==> src/rtl/mem_arbiter.sv <==
// -----------------------------------------------------------------------------
// mem_arbiter
//
// Purpose:
//   Shares one MemorySystem port between two processors. One requester is
//   granted at a time using round-robin priority. The memory-side signals are
//   driven from registers. Each access is timed from the Hit/miss indication
//   sampled on the first WAIT edge. At the end of the access, read data and a
//   one-cycle Done pulse go back to the owner.
//
// Parameters:
//   HIT_LAT   wait cycles for an access reporting Hit  (1..15)
//   MISS_LAT  wait cycles for an access reporting miss (1..15)
//
// Ports:
//   Clk, Reset          clock; asynchronous active-high reset
//   Req0/Req1           level request per requester
//   RWB0/RWB1           1 = read, 0 = write
//   Addr0/Addr1         6-bit access address
//   WData0/WData1       8-bit write data
//   Gnt0/Gnt1           one-cycle grant pulse (ISSUE cycle)
//   Done0/Done1         one-cycle completion pulse (DONE cycle)
//   RData               data captured from the last completed access
//   MemRWB/MemAddr/
//   MemData             registered drive of the MemorySystem inputs
//   MemHit, MemOut      MemorySystem Hit and MemSysOut
//   HitCount/MissCount  saturating access statistics (MEM_ARB_STATS_EN only)
//
// Build option:
//   MEM_ARB_STATS_EN    when defined, adds HitCount/MissCount and their logic.
// -----------------------------------------------------------------------------
module mem_arbiter #(
  parameter int HIT_LAT  = 1,
  parameter int MISS_LAT = 4
) (
  input  logic       Clk,
  input  logic       Reset,
  input  logic       Req0,
  input  logic       Req1,
  input  logic       RWB0,
  input  logic       RWB1,
  input  logic [5:0] Addr0,
  input  logic [5:0] Addr1,
  input  logic [7:0] WData0,
  input  logic [7:0] WData1,
  output logic       Gnt0,
  output logic       Gnt1,
  output logic       Done0,
  output logic       Done1,
  output logic [7:0] RData,
  output logic       MemRWB,
  output logic [5:0] MemAddr,
  output logic [7:0] MemData,
`ifdef MEM_ARB_STATS_EN
  output logic [7:0] HitCount,
  output logic [7:0] MissCount,
`endif
  input  logic       MemHit,
  input  logic [7:0] MemOut
);

  localparam logic [3:0] HIT_LAT4  = 4'(HIT_LAT);
  localparam logic [3:0] MISS_LAT4 = 4'(MISS_LAT);

  typedef enum logic [1:0] {
    S_IDLE  = 2'd0,
    S_ISSUE = 2'd1,
    S_WAIT  = 2'd2,
    S_DONE  = 2'd3
  } state_t;

  state_t     r_state;
  state_t     w_state_next;

  logic       r_last;       // requester granted most recently
  logic       r_owner;      // requester owning the access in flight
  logic       r_first;      // set during the first WAIT cycle
  logic       r_hit_r;      // Hit status latched on the first WAIT edge
  logic [3:0] r_cnt;        // remaining wait edges after the first one
  logic       r_gnt0;
  logic       r_gnt1;
  logic       r_done0;
  logic       r_done1;
  logic [7:0] r_rdata;
  logic       r_mem_rwb;
  logic [5:0] r_mem_addr;
  logic [7:0] r_mem_data;

  logic       w_win1;       // requester 1 wins arbitration this cycle
  logic       w_accept;     // IDLE -> ISSUE edge
  logic       w_capture;    // WAIT -> DONE edge
  logic       w_hit_cur;    // Hit status of the access in flight
  logic [3:0] w_lat;
  logic [3:0] w_cnt_eff;    // counter value considered at this WAIT edge

  // Requester 1 wins when it is the only requester, or on a tie when
  // requester 0 was served last (Last = 0).
  assign w_win1 = Req1 & (~Req0 | ~r_last);

  // On the first WAIT edge MemHit is live; later edges use the latched copy.
  assign w_hit_cur = r_first ? MemHit : r_hit_r;
  assign w_lat     = w_hit_cur ? HIT_LAT4 : MISS_LAT4;

  // The first WAIT edge sees the freshly loaded value (LAT-1), so LAT=1
  // samples Hit and captures data on that same edge.
  assign w_cnt_eff = r_first ? (w_lat - 4'd1) : r_cnt;

  // ---------------------------------------------------------------------------
  // FSM state register
  // ---------------------------------------------------------------------------
  always_ff @(posedge Clk or posedge Reset) begin
    if (Reset) begin
      r_state <= S_IDLE;
    end else begin
      r_state <= w_state_next;
    end
  end

  // ---------------------------------------------------------------------------
  // FSM next-state and control strobes
  // ---------------------------------------------------------------------------
  always_comb begin
    w_state_next = r_state;
    w_accept     = 1'b0;
    w_capture    = 1'b0;
    case (r_state)
      S_IDLE: begin
        if (Req0 | Req1) begin
          w_accept     = 1'b1;
          w_state_next = S_ISSUE;
        end
      end
      S_ISSUE: begin
        w_state_next = S_WAIT;
      end
      S_WAIT: begin
        if (w_cnt_eff == 4'd0) begin
          w_capture    = 1'b1;
          w_state_next = S_DONE;
        end
      end
      S_DONE: begin
        w_state_next = S_IDLE;
      end
      default: begin
        w_state_next = S_IDLE;
      end
    endcase
  end

  // ---------------------------------------------------------------------------
  // Arbitration bookkeeping, handshakes and memory-side registers
  // ---------------------------------------------------------------------------
  always_ff @(posedge Clk or posedge Reset) begin
    if (Reset) begin
      r_last     <= 1'b1;
      r_owner    <= 1'b0;
      r_first    <= 1'b0;
      r_hit_r    <= 1'b0;
      r_cnt      <= 4'd0;
      r_gnt0     <= 1'b0;
      r_gnt1     <= 1'b0;
      r_done0    <= 1'b0;
      r_done1    <= 1'b0;
      r_rdata    <= 8'd0;
      r_mem_rwb  <= 1'b1;
      r_mem_addr <= 6'd0;
      r_mem_data <= 8'd0;
    end else begin
      // Grant and Done are registered so each is high for exactly the ISSUE
      // and DONE cycle respectively; they can never overlap.
      r_gnt0  <= w_accept & ~w_win1;
      r_gnt1  <= w_accept &  w_win1;
      r_done0 <= w_capture & ~r_owner;
      r_done1 <= w_capture &  r_owner;

      if (w_accept) begin
        r_owner    <= w_win1;
        r_last     <= w_win1;
        r_mem_rwb  <= w_win1 ? RWB1   : RWB0;
        r_mem_addr <= w_win1 ? Addr1  : Addr0;
        r_mem_data <= w_win1 ? WData1 : WData0;
      end else if (r_state == S_DONE) begin
        // Park the port in read mode between accesses; address/data hold.
        r_mem_rwb <= 1'b1;
      end

      r_first <= (r_state == S_ISSUE);

      if (r_state == S_WAIT) begin
        if (r_first) begin
          r_hit_r <= MemHit;
        end
        if (w_cnt_eff != 4'd0) begin
          r_cnt <= w_cnt_eff - 4'd1;
        end else begin
          r_cnt <= 4'd0;
        end
      end

      // Captured for writes too; the value is simply unused by the requester.
      if (w_capture) begin
        r_rdata <= MemOut;
      end
    end
  end

`ifdef MEM_ARB_STATS_EN
  // ---------------------------------------------------------------------------
  // Saturating hit/miss statistics, counted once per access on the first
  // WAIT edge.
  // ---------------------------------------------------------------------------
  logic [7:0] r_hit_count;
  logic [7:0] r_miss_count;

  always_ff @(posedge Clk or posedge Reset) begin
    if (Reset) begin
      r_hit_count  <= 8'd0;
      r_miss_count <= 8'd0;
    end else if ((r_state == S_WAIT) && r_first) begin
      if (w_hit_cur) begin
        if (r_hit_count != 8'hFF) begin
          r_hit_count <= r_hit_count + 8'd1;
        end
      end else begin
        if (r_miss_count != 8'hFF) begin
          r_miss_count <= r_miss_count + 8'd1;
        end
      end
    end
  end

  assign HitCount  = r_hit_count;
  assign MissCount = r_miss_count;
`endif

  assign Gnt0    = r_gnt0;
  assign Gnt1    = r_gnt1;
  assign Done0   = r_done0;
  assign Done1   = r_done1;
  assign RData   = r_rdata;
  assign MemRWB  = r_mem_rwb;
  assign MemAddr = r_mem_addr;
  assign MemData = r_mem_data;

endmodule

==> config.mk <==
export PLATFORM = sky130hd
export DESIGN_NAME = mem_arbiter
export DESIGN_NICKNAME = d
export VERILOG_FILES = /design/src/rtl/mem_arbiter.sv
export SDC_FILE = /design/constraint.sdc
export NUM_CORES = 1
export LEC_CHECK = 0
export CAP_MARGIN = 0
export CORE_UTILIZATION = 43
export CTS_BUF_LIST = sky130_fd_sc_hd__clkbuf_16
export DETAILED_ROUTE_END_ITERATION = 12
export HOLD_SLACK_MARGIN = 0.03
export MAX_ROUTING_LAYER = met4
export PLACE_DENSITY = 0.79
export SETUP_SLACK_MARGIN = 0.1
export SYNTH_ARGS = -nofsm -noshare
export SYNTH_HDL_FRONTEND = slang
export SYNTH_SLANG_ARGS = --single-unit
==> constraint.sdc <==
create_clock -name Clk -period 2.3 [get_ports Clk]
set_input_delay 0.23 -clock Clk [delete_from_list [all_inputs] [get_ports Clk]]
set_output_delay 0.23 -clock Clk [all_outputs]
set_load 0.02 [all_outputs]
Word-level counts from Yosys, hierarchy flattened

Cells that the tools add are included.

Output and inout port bits: 27
Flip-flop bits (word level): 37

Bitwise operators: 11
Equality and inequality tests: 5
Mux-type cells: 16
Add/sub/neg operators: 2
Reduce and logical (&&, ||, !) cells: 5

Operator list:

| operator            | count |
|---|---|
| $mux 1              | 8 |
| $mux 4              | 2 |
| $mux 8              | 1 |
| $pmux 2 s4          | 1 |
| $mux 6              | 1 |
| $and 1x1->1         | 5 |
| $eq 2x2->1 const B  | 2 |
| $logic_not 4->1     | 1 |
| $mux 2              | 2 |
| $ne 2x2->1 const B  | 2 |
| $not 1->1           | 4 |
| $reduce_bool 4->1   | 1 |
| $sub 3x1->4 const B | 1 |
| $sub 4x1->4 const B | 1 |
| $mux 3              | 1 |
| $eq 2x1->1 const B  | 1 |
| $logic_not 2->1     | 1 |
| $or 1x1->1          | 2 |
| $reduce_and 2->1    | 1 |
| $reduce_bool 2->1   | 1 |

Depth between registers and ports, before layout

Depth after elaboration: 8
Gate-level depth with buffers: 6
Depth with buffers taken out: 5

Worst setup path before layout

Ideal clock, no wire load.

Path kind: flip-flop to flip-flop
Start: reg r_cnt[0]
End: reg r_state[1]
Data required time: 2.175 ns
Period minus slack after synthesis: 1.700 ns
Arrival: 1.575 ns
Setup slack: 0.600 ns
Buffers on the path: 0
Stages on the path, launching flop included: 4
Cells stage by stage: dfrtp_1 or4_4 a221oi_2 mux2_2

Cells in the longest elaborated chain, start to end: 4

RTL lines:

| element                           | RTL line | RTL |
|---|---|---|
| start, declared                   | 79       | `logic [3:0] r_cnt;` |
| start signal, assigned            | 195      | `r_cnt <= w_cnt_eff - 4'd1;` |
| $mux 4                            | 106      | `assign w_cnt_eff = r_first ? (w_lat - 4'd1) : r_cnt;` |
| $logic_not 4->1                   | 137      | `if (w_cnt_eff == 4'd0) begin` |
| $ne 2x2->1 (no source line)       | -        |  |
| $reduce_and 2->1 (no source line) | -        |  |
| end signal, assigned              | 115      | `r_state <= w_state_next;` |
| end, declared                     | 72       | `state_t r_state;` |

Every way passes these cells.
A chain may end at the register's enable or synchronous reset.

Final worst setup path

Ends and elaborated chain as after synthesis.

==> flow_summary.ini <==
[logic_synthesis]
syn_inst = 156
synth_warnings = 0
syn-mean-instance-area_um2 = 11.3
synthXorXnorAreaFrac_pct = 0
synthAdderAreaFrac_pct = 3.54
yosysSeqAreaShare_pct = 51.1
ys_ff_latch = 36
syn_area_mm2 = 0.00177
synth_top_family_by_area = compound AO/OA/AOI/OAI gates
synth-simple-area-share_pct = 16.1
synth.area.mux_share_pct = 1.27
yosysUniqueCellTypes = 37
synth_compound_area_share_pct = 23.4
syn_nets = 204

[clocking]
clock_latency_ns = 0.28
cts_tree = yes
cts_buffer_depth = 2
htree_levels = 2
cts.clk_slew.worst_paths_ns = 0.05
cts_root_buf = clkbuf_16
cts_sinks = 36
cts_setup_buffers = 0
cts_buffers = 5
cts_resized = 0
ctsHoldBuffers = 0

[die]
die_width_um = 66.1
ios = 70
rows = 22
die_area_mm2 = 0.00437
core_area_mm2 = 0.00380
initial_core_util_pct = 46.5
fp.dieH_um = 66.1

[placed_design]
postPlaceCellArea_mm2 = 0.00249
io_buffers = 69
place_congestion = 0.736
dp.final_hpwl_um = 3110

[global_routing]
antenna_found_initial = 0
met1_usage_pct = 25.5
grt_overflow = 0
grt_pass1_vias = 1497
grt_max_degree = 37
grtUsageMet3_pct = 7.24
grt-busiest-layer = met2
met2_usage_pct = 37.8
grt_pass1_wl_um = 6960
grt.total_usage_pct = 22.6

[pwr]
powerDensity_mw_per_mm2 = 1450
p_switching_mw = 1.46
pwr-share-clk_pct = 19.9
peakVddDrop_mv = 0.577
p_sw_share_pct = 37.8
p_comb_share_pct = 49.7
leakage_nw = 1.14
p_int_mw = 2.40
p_seq_share_pct = 30.4

[critical_path]
required_ns = 2.46
r2r_slack_ns = 0.42
worstPathMaxFanout = 11
ff2ff_path_depth = 3
critPathLaunchType = flop
worst-endpoint-arrival_ns = 2.04
timing.rr.end = r_state[1]$_DFFE_PP0P_
critical_path_class = reg -> reg
timing.rr.start = r_cnt[0]$_DFFE_PP0N_
critPathCaptureType = flop

[timing]
fin_hold_ws_ns = 0.361
fmax_mhz = 532
finalCriticalPeriod_ns = 1.88
hold_violations = 0
drv_slew = 0
clock_skew_ns = 0.00597
rsz0062_at_grt = false
setup_viol = 0
fin_tns_setup_ns = 0
slew_headroom_pct = 60.5
post-route-period-util_pct = 81.7
tightest_slew_ns = 0.593

[job]
drv_cap = 0

[finish]
nNetsFinal = 273
drive_above_1_share_pct = 12.4
antenna_cells = 0
syn_to_final_growth_pct = 50.4
fin_area_mm2 = 0.00266

[route]
drc = 0
routed_via_density = 5.41
avgRoutedWirePerCell_um = 15.5
antenna_left = 0
drt_wl_total_um = 4250
drtIter0Drc = 83
via_count = 1482
drt_first_pass_iters = 4

[run_status]
outcome = complete, no violations

[hold_path]
hp-class = in -> async
## layout make-up
| cell class | count | area [um^2] |
|---|---|---|
| timing repair buffer | 73 | 721 |
| sequential | 36 | 903 |
| clock buffer | 5 | 125 |
| tap | 48 | 60.1 |
| multi-input combinational | 103 | 785 |
| clock inverter | 3 | 42.5 |
| inverter | 6 | 22.5 |
| fill | 293 | 1140 |
## worst max-delay path, stage by stage, from the launching register on
cell	delay [ns]
dfrtp_1	0.45
or4_4	0.62
a221oi_2	0.33
mux2_2	0.36
## worst max path at each step
stage	start	to	slack (ns)	depth (start not counted)
floorplan	r_cnt[0]$_DFFE_PP0N_	r_state[1]$_DFFE_PP0P_	0.60	3
global placement	r_cnt[0]$_DFFE_PP0N_	r_state[1]$_DFFE_PP0P_	0.50	3
detailed placement	Req1	MemAddr[3]$_DFFE_PP0P_	0.40	4
CTS	r_cnt[0]$_DFFE_PP0N_	r_state[1]$_DFFE_PP0P_	0.42	3
global route	r_state[0]$_DFFE_PP0P_	r_cnt[1]$_DFFE_PP0N_	0.34	6
finish	r_cnt[0]$_DFFE_PP0N_	r_state[1]$_DFFE_PP0P_	0.42	3
## through the flow
stage               worst slack (ns)  power [mW]  utilization, %  std cells
finish                         0.421        3.85            70.0        274
global route                   0.338        4.11            70.0        274
CTS                            0.420        3.88            70.0        274
floorplan                      0.600        2.40               -        156
global placement               0.503        3.01            65.6        266
detailed placement             0.405        3.09            65.6        266
## cells by family (layout without fill, tap and decap cells)
kind of cell / count (synthesis) / after routing
AOI/OAI and AO/OA: 46 / 46
adders and majority gates: 5 / 5
buffers and inverters: 17 / 87
DFF: 36 / 36
muxes: 2 / 2
and+or+nand+nor: 50 / 50
## flip-flops by register name (all words and copies together), names as in the netlist, 2 cells and up
name and flops:
r_cnt 4, MemAddr 6, MemData 8, r_state 2, RData 8
## Yosys cell counts, drive strengths merged
cell type  instances  area, um^2
a21boi             1        7.51
a21o               2        15.0
a21oi              2        10.0
a221o             14         140
a221oi             1        15.0
a2bb2oi            1        8.76
a32o               1        10.0
and2              16         100
and3               1        6.26
buf                4        31.3
clkbuf             7        26.3
dfrtp             34         851
dfstp              2        52.6
ha                 5        62.6
inv                6        22.5
mux2               2        22.5
nand2             16        60.1
nand2b             1        6.26
nand3              1        5.00
nand3b             1        7.51
nor2b              3        18.8
nor3               5        30.0
nor3b              3        27.5
o211ai            15         148
o21a               1        7.51
o21ai              5        25.0
o2bb2ai            1        8.76
o31a               1        8.76
o32a               1        10.0
or2                1        6.26
or3                1        6.26
or4                1        11.3
## power groups by stage
stage / clock network [mW] / registers (mW) / logic [mW]
6_report: 0.766 / 1.17 / 1.92
5_1_grt: 0.810 / 1.21 / 2.09
4_1_cts: 0.775 / 1.17 / 1.93
3_5_place_dp: 0 / 1.16 / 1.93
3_3_place_gp: 0 / 1.15 / 1.86
2_1_floorplan: 0 / 1.36 / 1.04
## routing by layer
metal | part of all wire, % | up-vias
met4 | 1.5 | 0
li1 | - | 707
met1 | 41 | 706
met5 | 0 | -
met3 | 7.9 | 7
met2 | 50 | 62
## cells in the final DEF, fill, tap and decap left out, types with 3 or more instances in the layout
cell type,n
nand2_1,16
nor3_1,4
buf_4,4
o21ai_0,5
inv_1,6
o211ai_2,7
dfrtp_1,34
a221o_1,14
and2_1,16
clkbuf_16,5
clkdlybuf4s50_1,69
ha_1,5
nor2b_1,3
o211ai_1,8
No activity file was read; power rests on OpenSTA's default activity.
==> RTL change: new RTL, same flow settings <==
The option `MEM_ARB_STATS_EN` is turned on by a define.
--- a/src/rtl/mem_arbiter.sv
+++ b/src/rtl/mem_arbiter.sv
@@ -29,6 +29,8 @@
 // Build option:
 //   MEM_ARB_STATS_EN    when defined, adds HitCount/MissCount and their logic.
 // -----------------------------------------------------------------------------
+`define MEM_ARB_STATS_EN
+
 module mem_arbiter #(
   parameter int HIT_LAT  = 1,
   parameter int MISS_LAT = 4
Formal check against the unedited RTL (old outputs only; new: HitCount and MissCount): equivalent (Yosys induction, for registers that start in step).
==> RTL change against the unedited design <==
Sequential cell count increased by 16. Critical endpoint is now HitCount[1]$_DFFE_PP0P_. Design area increased by 41%. Utilization decreased by 6.6 points. Non-clock buffer count increased by 20. Worst hold slack got worse by 0.053 ns. Total power increased by 18%. Setup slack improved by 0.013 ns. Area after synthesis increased by 49%. Wire length increased by 48%. Synthesized cell count increased by 56%.
==> RTL change: results (changes against the unedited design) <==
adder-cell share of the synthesized area=0.0333 (-0.00213); sequential area share after synthesis=0.495 (-0.0160); Leakage Power=1.59 nW (+39%); outcome=finished clean; number of global-route vias before repair=2,125 (+42%); Cell Area, Placed=3590 sq um (+44%); r2r startpoint=r_state[0]$_DFFE_PP0P_; first-pass GRT wire length=10.2 mm (+46%); max incr delay on CP=0.41 ns (-0.21 ns); drt via density=5.66 (+4.7%); top post-synthesis cells by area=dfrtp_1, a221o_1, and2_1; CP max FO=18 (+7); compound-cell area share of the yosys netlist=0.181 (-0.0537); post-synthesis mux area share=0.0295 (+0.0167); Rel. slew slack=0.598 (-0.00693); Worst VDD drop=0.567 mV (-1.8%); clk slew on worst S/H paths=0.07 ns (+0.02 ns); synth unique cells=48 (+30%); Commonest cells post-synth=dfrtp_1, and2_1, nand3_1; Iteration-0 DRC Markers=99 (+19%); Pre-antenna DRT Iters=8 (+4); Synthesized Nets=294 (+44%); drt wl/cell=15.7 um (+0.87%); nets=377 (+38%); largest net degree at the start of global routing=53 (+43%)
RTL change: cell types whose count changed after synthesis, sizes merged, moves of 7 or more:
cell    before  now
a31oi        0   11
clkbuf       7   14
dfrtp       34   50
nand2       16    5
nand3        1   15
nand4        0   12
o211ai      15    0
o311ai       0    8
RTL change: cells by family (layout without fill, tap and decap cells):
group / Yosys count / count (layout)
buffers and inverters: 27 / 111
AO/OA/AOI/OAI: 59 / 59
flip-flops: 52 / 52
multiplexers: 7 / 7
adder cells (fa/ha/maj): 7 / 7
AND/OR/NAND/NOR: 84 / 84
XOR/XNOR: 8 / 8
RTL change: layout make-up:
class                      instances  area (sq um)
inverter                          10          37.5
clock inverter                     3          38.8
tap                               75          93.8
clock buffer                       5           125
multi-input combinational        165          1220
sequential                        52          1300
timing repair buffer              93           936
fill                             487          2170
RTL change: metal layers:
layer / global-route usage / wire length (um) / vias to the layer above
met5: - / 0 / -
met4: 0.0464 / 33 / 0
met3: 0.0205 / 172 / 2
met2: 0.349 / 3250 / 52
met1: 0.269 / 2860 / 1141
li1: - / - / 1087
RTL change: worst max-delay path: cells and delay by family, from the launching register on:
family,cells,cell delay [ns]
AO/OA/AOI/OAI,1,0.27
adder cells (fa/ha/maj),1,0.20
buffers and inverters,2,0.34
flip-flops,1,0.41
multiplexers,1,0.27
AND/OR/NAND/NOR,1,0.25
RTL change: path summary, 6_finish.rpt:
check	cells past startpoint	slack [ns]	endpoint
min reg2reg	1	0.48	Done0$_DFF_PP0_
max reg2reg	6	0.43	HitCount[1]$_DFFE_PP0P_
max in group asynchronous	3	1.71	r_last$_DFFE_PP1P_
max	6	0.43	HitCount[1]$_DFFE_PP0P_
min	3	0.31	MemAddr[2]$_DFFE_PP0P_
min in group Clk	1	0.48	Done0$_DFF_PP0_
RTL change: through the flow:
step | std cells | setup slack [ns] | util | hold WS (ns)
floorplan | 244 | 0.571 | - | 0.375
global placement | 395 | 0.464 | 0.606 | 0.465
detailed placement | 395 | 0.431 | 0.606 | 0.468
CTS | 403 | 0.443 | 0.634 | 0.321
global route | 403 | 0.243 | 0.634 | 0.343
finish | 403 | 0.435 | 0.634 | 0.308
RTL change: power breakdown:
part | switching [mW] | internal [mW] | leakage (nW) | total, mW
sequential | 0.278 | 1.25 | 0.654 | 1.53
combinational | 1.09 | 1.12 | 0.848 | 2.21
clock | 0.316 | 0.508 | 0.0850 | 0.823
